## src/rtl/seq_divider.sv

```systemverilog
// rtl/seq_divider.sv - multi-cycle restoring divider, one quotient bit per clock
// Optional two's-complement mode: SEQ_DIVIDER_SIGNED_EN
module seq_divider #(
  parameter int N = 16
) (
  input  logic         clk,
  input  logic         reset,
  input  logic         start,
  input  logic [N-1:0] dividend,
  input  logic [N-1:0] divisor,
  output logic         busy,
  output logic         done,
  output logic [N-1:0] quotient,
  output logic [N-1:0] remainder,
  output logic         div_by_zero
);

  localparam logic [1:0] S_IDLE = 2'd0;
  localparam logic [1:0] S_RUN  = 2'd1;
  localparam logic [1:0] S_DONE = 2'd2;

  localparam int CW = $clog2(N);
  localparam logic [CW-1:0] LAST = CW'(N - 1);

  logic [1:0]    state;
  logic [N-1:0]  q_sh;
  logic [N-1:0]  dvsr;
  logic [N-1:0]  rem_p;
  logic [CW-1:0] cnt;

  logic [N:0]    r_shift;
  logic [N:0]    r_diff;
  logic          fits;
  logic [N-1:0]  r_keep;
  logic [N-1:0]  q_next;
  logic          accept;
  logic [N-1:0]  mag_a;
  logic [N-1:0]  mag_b;
  logic [N-1:0]  res_q;
  logic [N-1:0]  res_r;

  assign busy   = (state == S_RUN);
  assign done   = (state == S_DONE);
  assign accept = start && ((state == S_IDLE) || (state == S_DONE));

  // The restored remainder is always below the divisor, so N bits of storage
  // suffice; the sign bit of the N+1-bit trial difference is the borrow.
  assign r_shift = {rem_p, q_sh[N-1]};
  assign r_diff  = r_shift - {1'b0, dvsr};
  assign fits    = ~r_diff[N];
  assign r_keep  = fits ? r_diff[N-1:0] : r_shift[N-1:0];
  assign q_next  = {q_sh[N-2:0], fits};

`ifdef SEQ_DIVIDER_SIGNED_EN
  logic neg_q;
  logic neg_r;

  assign mag_a = dividend[N-1] ? (~dividend + 1'b1) : dividend;
  assign mag_b = divisor[N-1]  ? (~divisor + 1'b1)  : divisor;
  assign res_q = neg_q ? (~q_next + 1'b1) : q_next;
  assign res_r = neg_r ? (~r_keep + 1'b1) : r_keep;
`else
  assign mag_a = dividend;
  assign mag_b = divisor;
  assign res_q = q_next;
  assign res_r = r_keep;
`endif

  always_ff @(posedge clk) begin
    if (reset) begin
      state       <= S_IDLE;
      q_sh        <= '0;
      dvsr        <= '0;
      rem_p       <= '0;
      cnt         <= '0;
      quotient    <= '0;
      remainder   <= '0;
      div_by_zero <= 1'b0;
`ifdef SEQ_DIVIDER_SIGNED_EN
      neg_q       <= 1'b0;
      neg_r       <= 1'b0;
`endif
    end else begin
      case (state)
        S_IDLE, S_DONE: begin
          if (accept) begin
            if (divisor == '0) begin
              state       <= S_DONE;
              quotient    <= '1;
              remainder   <= dividend;
              div_by_zero <= 1'b1;
            end else begin
              state <= S_RUN;
              q_sh  <= mag_a;
              dvsr  <= mag_b;
              rem_p <= '0;
              cnt   <= '0;
`ifdef SEQ_DIVIDER_SIGNED_EN
              neg_q <= dividend[N-1] ^ divisor[N-1];
              neg_r <= dividend[N-1];
`endif
            end
          end else begin
            state <= S_IDLE;
          end
        end
        S_RUN: begin
          q_sh  <= q_next;
          rem_p <= r_keep;
          cnt   <= cnt + CW'(1);
          if (cnt == LAST) begin
            state       <= S_DONE;
            quotient    <= res_q;
            remainder   <= res_r;
            div_by_zero <= 1'b0;
          end
        end
        default: state <= S_IDLE;
      endcase
    end
  end

endmodule
```

## config.mk

```make
export PLATFORM = sky130hd
export DESIGN_NAME = seq_divider
export DESIGN_NICKNAME = d
export VERILOG_FILES = /design/src/rtl/seq_divider.sv
export SDC_FILE = /design/constraint.sdc
export NUM_CORES = 1
export LEC_CHECK = 0
export CAP_MARGIN = 5
export CORE_MARGIN = 3
export CORE_UTILIZATION = 56
export CTS_BUF_LIST = sky130_fd_sc_hd__clkbuf_8
export DETAILED_ROUTE_END_ITERATION = 10
export PLACE_DENSITY = 0.82
export RECOVER_POWER = 25
export SKIP_CTS_REPAIR_TIMING = 1
export SLEW_MARGIN = 30
export SYNTH_ARGS = -nofsm -noshare
export SYNTH_HDL_FRONTEND = slang
export SYNTH_SLANG_ARGS = --single-unit
```

## constraint.sdc

```tcl
create_clock -name clk -period 2.7 [get_ports clk]
set_input_delay 0.54 -clock clk [delete_from_list [all_inputs] [get_ports clk]]
set_output_delay 0.54 -clock clk [all_outputs]
set_load 0.01 [all_outputs]
```

* Yosys cells after proc, flatten, opt, wreduce, memory -nomap -nowiden *
Index checks and enable logic that the tools add are counted.

word-level totals
  bits in registers = 87
  output and inout bits = 35
  word-level logic and storage cells = 54

operators by class
  add/subtract/negate cells = 2
  equality and inequality tests = 7
  mux-type cells = 26
  bitwise operators = 2
  reduce and logical (&&, ||, !) cells = 9

operators with widths
  operator               count
  $mux W16               11
  $pmux W16 S2           4
  $sub A17 B16 Y17       1
  $logic_not A16 Y1      1
  $mux W4                2
  $pmux W4 S2            1
  $mux W2                3
  $ne A2 B2 Y1 const B   3
  $reduce_and A3 Y1      2
  $add A4 B1 Y4 const B  1
  $eq A4 B4 Y1 const B   1
  $pmux W2 S2            1
  $reduce_and A4 Y1      1
  $mux W1                3
  $eq A2 B1 Y1 const B   1
  $eq A2 B2 Y1 const B   1
  $logic_not A2 Y1       1
  $ne A2 B1 Y1 const B   1
  $not A1 Y1             2
  $pmux W1 S2            1
  $reduce_bool A2 Y1     1
  $reduce_or A2 Y1       1
  $logic_and A1 B1 Y1    1
  $logic_or A1 B1 Y1     1

* Logic depth before layout (Yosys ltp) *
  depth in word-level cells = 5
  mapped depth = 12

* Least setup slack after synthesis *
No wires, ideal clock.

  path type = flip-flop to flip-flop
  start = register q_sh[15]
  end = register remainder[13]
  setup time = 0.127 ns
  arrival time = 2.298 ns
  required time = 2.573 ns
  setup slack = 0.275 ns
  stages on the path, launching flop included = 12
  buffers on the path = 1
  period minus slack after synthesis = 2.425 ns
  cells stage by stage = dfxtp_1 > inv_1 > ha_1 > fa_1 > nand2b_1 > a21o_1 > a21oi_2 > o21a_1 > nor2_2 > buf_4 > a211oi_1 > a211oi_1

between the ends
  word-level cells in the longest chain between the ends = 4

ends and longest elaborated chain
  element                 line  RTL
  start, declared         26    logic [N-1:0] q_sh;
  start signal, assigned  94    q_sh <= mag_a;
  start signal, assigned  108   q_sh <= q_next;
  $sub A17 B16 Y17        49    assign r_diff = r_shift - {1'b0, dvsr};
  $mux W16                51    assign r_keep = fits ? r_diff[N-1:0] : r_shift[N-1:0];
  $mux W16                111   if (cnt == LAST) begin
  $pmux W16 S2            84    case (state)
  end signal, assigned    90    remainder <= dividend;
  end signal, assigned    114   remainder <= res_r;
  end, declared           14    output logic [N-1:0] remainder,

Every way passes these cells. The select of a mux whose other input is x is not followed.
A chain may end at the register's enable or synchronous reset.

* Worst setup path in the final report *
  start = register q_sh[15]
  end = register remainder[14]

Same word-level chain as after synthesis.

==> results list <==
- Antenna diodes: 0
- After detailed routing, the average wire length per cell comes to 16.27 µm.
* Total die area: 9487 µm²
* Seq/Total Area, Yosys: 37.23%
- Switching part of the total power: 42.82%
- Summed over all instances, the cell type with the most area after synthesis is sky130_fd_sc_hd__dfxtp_1.
- The first global-routing pass estimated 20720 µm of wire.
- Post-synth top flop: sky130_fd_sc_hd__dfxtp_1
* Number of buffers on the longest clock path: 2
* Avg Inst Size Synth: 7.619 µm²
* Initial cell density of the core: 59.01%
- Biggest area contributors in the synthesized netlist: sky130_fd_sc_hd__dfxtp_1 (37%), sky130_fd_sc_hd__nand2_1 (8.0%), sky130_fd_sc_hd__nor2_1 (6.7%)
* I/O pin count: 70
- Clock root buffer master: sky130_fd_sc_hd__clkbuf_8
* Combined global-route utilization of all metal layers: 26.01%
- Core region area: 7928 µm²
- Top-area cell type share of the netlist area: 37.23%
* TritonCTS clock tree: done
- Share of layout cells above drive strength 1: 10.20%
* Post-route clock skew: 0.01070 ns
- Pins over their slew limit: 0
- Worst-path clk slew: 0.09 ns
* Net switching power figure: 2138 µW
- The number of antenna violations at the first check in global routing was 0.
- Number of design rule violations left after detail routing: 0
* Max Clk Rate: 378.0 MHz
* Unique cell type count in the Yosys netlist: 59
- Data required time at the worst endpoint: 2.98 ns
- Critical-path maximum fanout: 5
* Slew at the pin with the worst max-slew slack: 0.7903 ns
- Core Rows: 32
- The synthesized netlist devotes 4.975% of its cell area to adder and majority cells.
- CTS built an H-tree with a depth of 3.
* Later-pin clock latency in the skew report: 0.36 ns
- The congestion estimate from routability-driven global placement came to 0.9044.
* Worst R2R Setup Slack: 0.05 ns
- Clock tree synthesis inserted a total of 9 buffers.
- At the worst endpoint, the arrival time is 2.93 ns.
- Pwr per Cell Area: 862.5 nW/µm²
- Number of sinks driven by the clock tree: 87
- After synthesis, the most frequently instantiated cells are sky130_fd_sc_hd__nand2_1 (100), sky130_fd_sc_hd__dfxtp_1 (87), sky130_fd_sc_hd__nor2_1 (83).
- VDD sags by at most 0.0005662 V.
* Number of global-route vias before repair: 4374
* Synth Area in Simple Gates: 25.60%
- Power Internal: 2855 µW
* Leak pwr: 0.002329 µW
- DP Wirelength: 9477 µm
- Summing internal, switching and leakage power gives 4992 µW.
* Fraction of the mapped netlist area in compound gates: 23.91%
* Largest net degree at the start of global routing: 47
- Placed Instance Area: 5519 µm²
- After routing the design area is 5788 µm².
- The area growth from synthesis to layout is 23.72%.
* Proportion of synthesized area in mux cells: 0.6419%
* Final antenna-violating net count: 0
* Minimum clock period: 2.645 ns
- At the end of the flow the core is filled with cells to 73.01%.
- Average via count per standard cell: 5.992
* Gate Count Post-Synth: 614
* Class of the worst hold path: reg -> reg
- Type of origin of the critical path: flop
- Yosys printed 0 warnings.
- Tcrit/Tclk final: 97.98%
* Number of enable-type register cells in the synthesized netlist: 0
- Most repeated cell in the gate-level netlist after synthesis: sky130_fd_sc_hd__nand2_1
- Critical path class: reg -> reg
* DRC marker count from the first detailed-route iteration: 412
* Critical path endpoint category: flop
- Power share of the sequential group: 30.1%
* Die Span Y: 97.40 µm
* Post-Synthesis Net Count: 667
- Combinational logic is responsible for 50.9% of the overall power.
- Post-synthesis xor/xnor area fraction: 1.872%
* Setup repair after global routing missed its margin: false
* Number of synthesized register bits: 87
- The worst pin sits at a relative slew slack of 47.12%.
- The synthesized netlist occupies a cell area of 4678 µm².
- Nets: 734
* Die Width: 97.40 µm
* Total of buffers placed on input and output ports: 69
- The flow ran to the end, and the final reports show no timing, DRC or antenna violations.
- Iteration count of the initial detailed-routing pass: 6
* Fraction of registers with async set or reset after synthesis: 0%
- Dominant combinational cell family by area after synthesis: simple AND/OR/NAND/NOR gates
- Post-Route WL: 12820 µm
* Portion of total power attributed to the clock network: 18.9%
- The number of hold violations in the final report came to 0.
* Remaining Overflow, GRT: 0
- Max capacitance violation total: 0
* Number of vias in the routed layout: 4722
- Setup violations remaining at the end of the flow were counted as 0.
==> logic make-up (layout without fill, tap and decap cells) <==
group,after synthesis,in the layout
buffers and inverters,62,134
XOR/XNOR,10,10
adder cells (fa/ha/maj),18,18
multiplexers,3,3
AND/OR/NAND/NOR,270,270
AO/OA/AOI/OAI,164,164
flip-flops,87,87
==> registers in the layout, summed over array words and instances (netlist names) <==
name	count
rem_p	16
state	2
remainder	16
cnt	4
dvsr	16
quotient	16
div_by_zero	1
q_sh	16
==> cell type report <==
class | instances | area (µm²)
Multi-Input combinational cell | 465 | 2708
Inverter | 19 | 71.32
Timing Repair Buffer | 99 | 935.9
Clock buffer | 9 | 123.9
Fill cell | 602 | 2140
Tap cell | 102 | 127.6
Sequential cell | 87 | 1743
Clock inverter | 7 | 78.83
==> power groups by stage <==
stage / Combinational [µW] / Clock (µW) / Sequential (µW)
6_report: 2540 / 945 / 1500
5_1_grt: 2780 / 1000 / 1510
4_1_cts: 2400 / 954 / 1500
3_5_place_dp: 2380 / 0 / 1530
3_3_place_gp: 2310 / 0 / 1520
2_1_floorplan: 1870 / 0 / 1480
==> layer usage <==
layer	share of wire (%)	wire length [µm]	global-route usage, %
met1	42	5412	33.48
met2	50	6407	44.70
met3	5.1	649	3.661
met4	2.7	350	8.626
met5	0	0	0
==> path summary, 6_finish.rpt <==
path,startpoint,to,depth (start not counted)
hold / removal,dvsr[9],dvsr[9],2
setup reg to reg,q_sh[15],remainder[14],10
hold reg to reg,dvsr[9],dvsr[9],2
setup / recovery,q_sh[15],remainder[14],10
==> critical path: stages (launching register included) <==
cell,delay [ns]
sky130_fd_sc_hd__dfxtp_2,0.34
sky130_fd_sc_hd__inv_1,0.10
sky130_fd_sc_hd__ha_1,0.22
sky130_fd_sc_hd__fa_2,0.23
sky130_fd_sc_hd__nand2b_1,0.15
sky130_fd_sc_hd__a21oi_1,0.10
sky130_fd_sc_hd__o21ai_0,0.59
sky130_fd_sc_hd__a31oi_1,0.16
sky130_fd_sc_hd__a311oi_1,0.34
sky130_fd_sc_hd__nand3_1,0.15
sky130_fd_sc_hd__a211oi_2,0.19
==> cells in the final DEF, fill, tap and decap left out, types with 3 or more instances in the layout <==
cell,instances
sky130_fd_sc_hd__a31oi_1,8
sky130_fd_sc_hd__nor3b_1,3
sky130_fd_sc_hd__nor4_1,5
sky130_fd_sc_hd__o31ai_1,3
sky130_fd_sc_hd__a21oi_1,55
sky130_fd_sc_hd__clkdlybuf4s50_1,38
sky130_fd_sc_hd__buf_4,28
sky130_fd_sc_hd__a211oi_2,4
sky130_fd_sc_hd__nor3_1,25
sky130_fd_sc_hd__dlygate4sd3_1,30
sky130_fd_sc_hd__a211oi_1,8
sky130_fd_sc_hd__nor2b_1,4
sky130_fd_sc_hd__o211ai_1,4
sky130_fd_sc_hd__nand3_1,21
sky130_fd_sc_hd__ha_1,16
sky130_fd_sc_hd__mux2i_1,3
sky130_fd_sc_hd__dfxtp_1,86
sky130_fd_sc_hd__nand4_1,6
sky130_fd_sc_hd__a311oi_1,17
sky130_fd_sc_hd__nand2b_1,5
sky130_fd_sc_hd__xnor2_1,4
sky130_fd_sc_hd__nor2_1,83
sky130_fd_sc_hd__a21o_1,13
sky130_fd_sc_hd__inv_1,20
sky130_fd_sc_hd__o21bai_1,4
sky130_fd_sc_hd__nand2_1,100
sky130_fd_sc_hd__o21ai_0,20
sky130_fd_sc_hd__xor2_1,6
sky130_fd_sc_hd__a32oi_1,3
sky130_fd_sc_hd__clkbuf_8,9
sky130_fd_sc_hd__o21a_1,5
==> through the flow <==
stage | setup TNS, ns | instances | hold WS, ns | worst slack [ns]
2_1_floorplan | 0 | 614 | 0.4363 | 0.2746
6_report | 0 | 788 | 0.4598 | 0.05455
3_3_place_gp | 0 | 768 | 0.4476 | 0.05563
3_5_place_dp | -0.09778 | 768 | 0.4478 | -0.03988
5_1_grt | 0 | 788 | 0.4754 | 0.004722
4_1_cts | -0.3214 | 784 | 0.4599 | -0.1148
(Power assumes the default switching activity.)
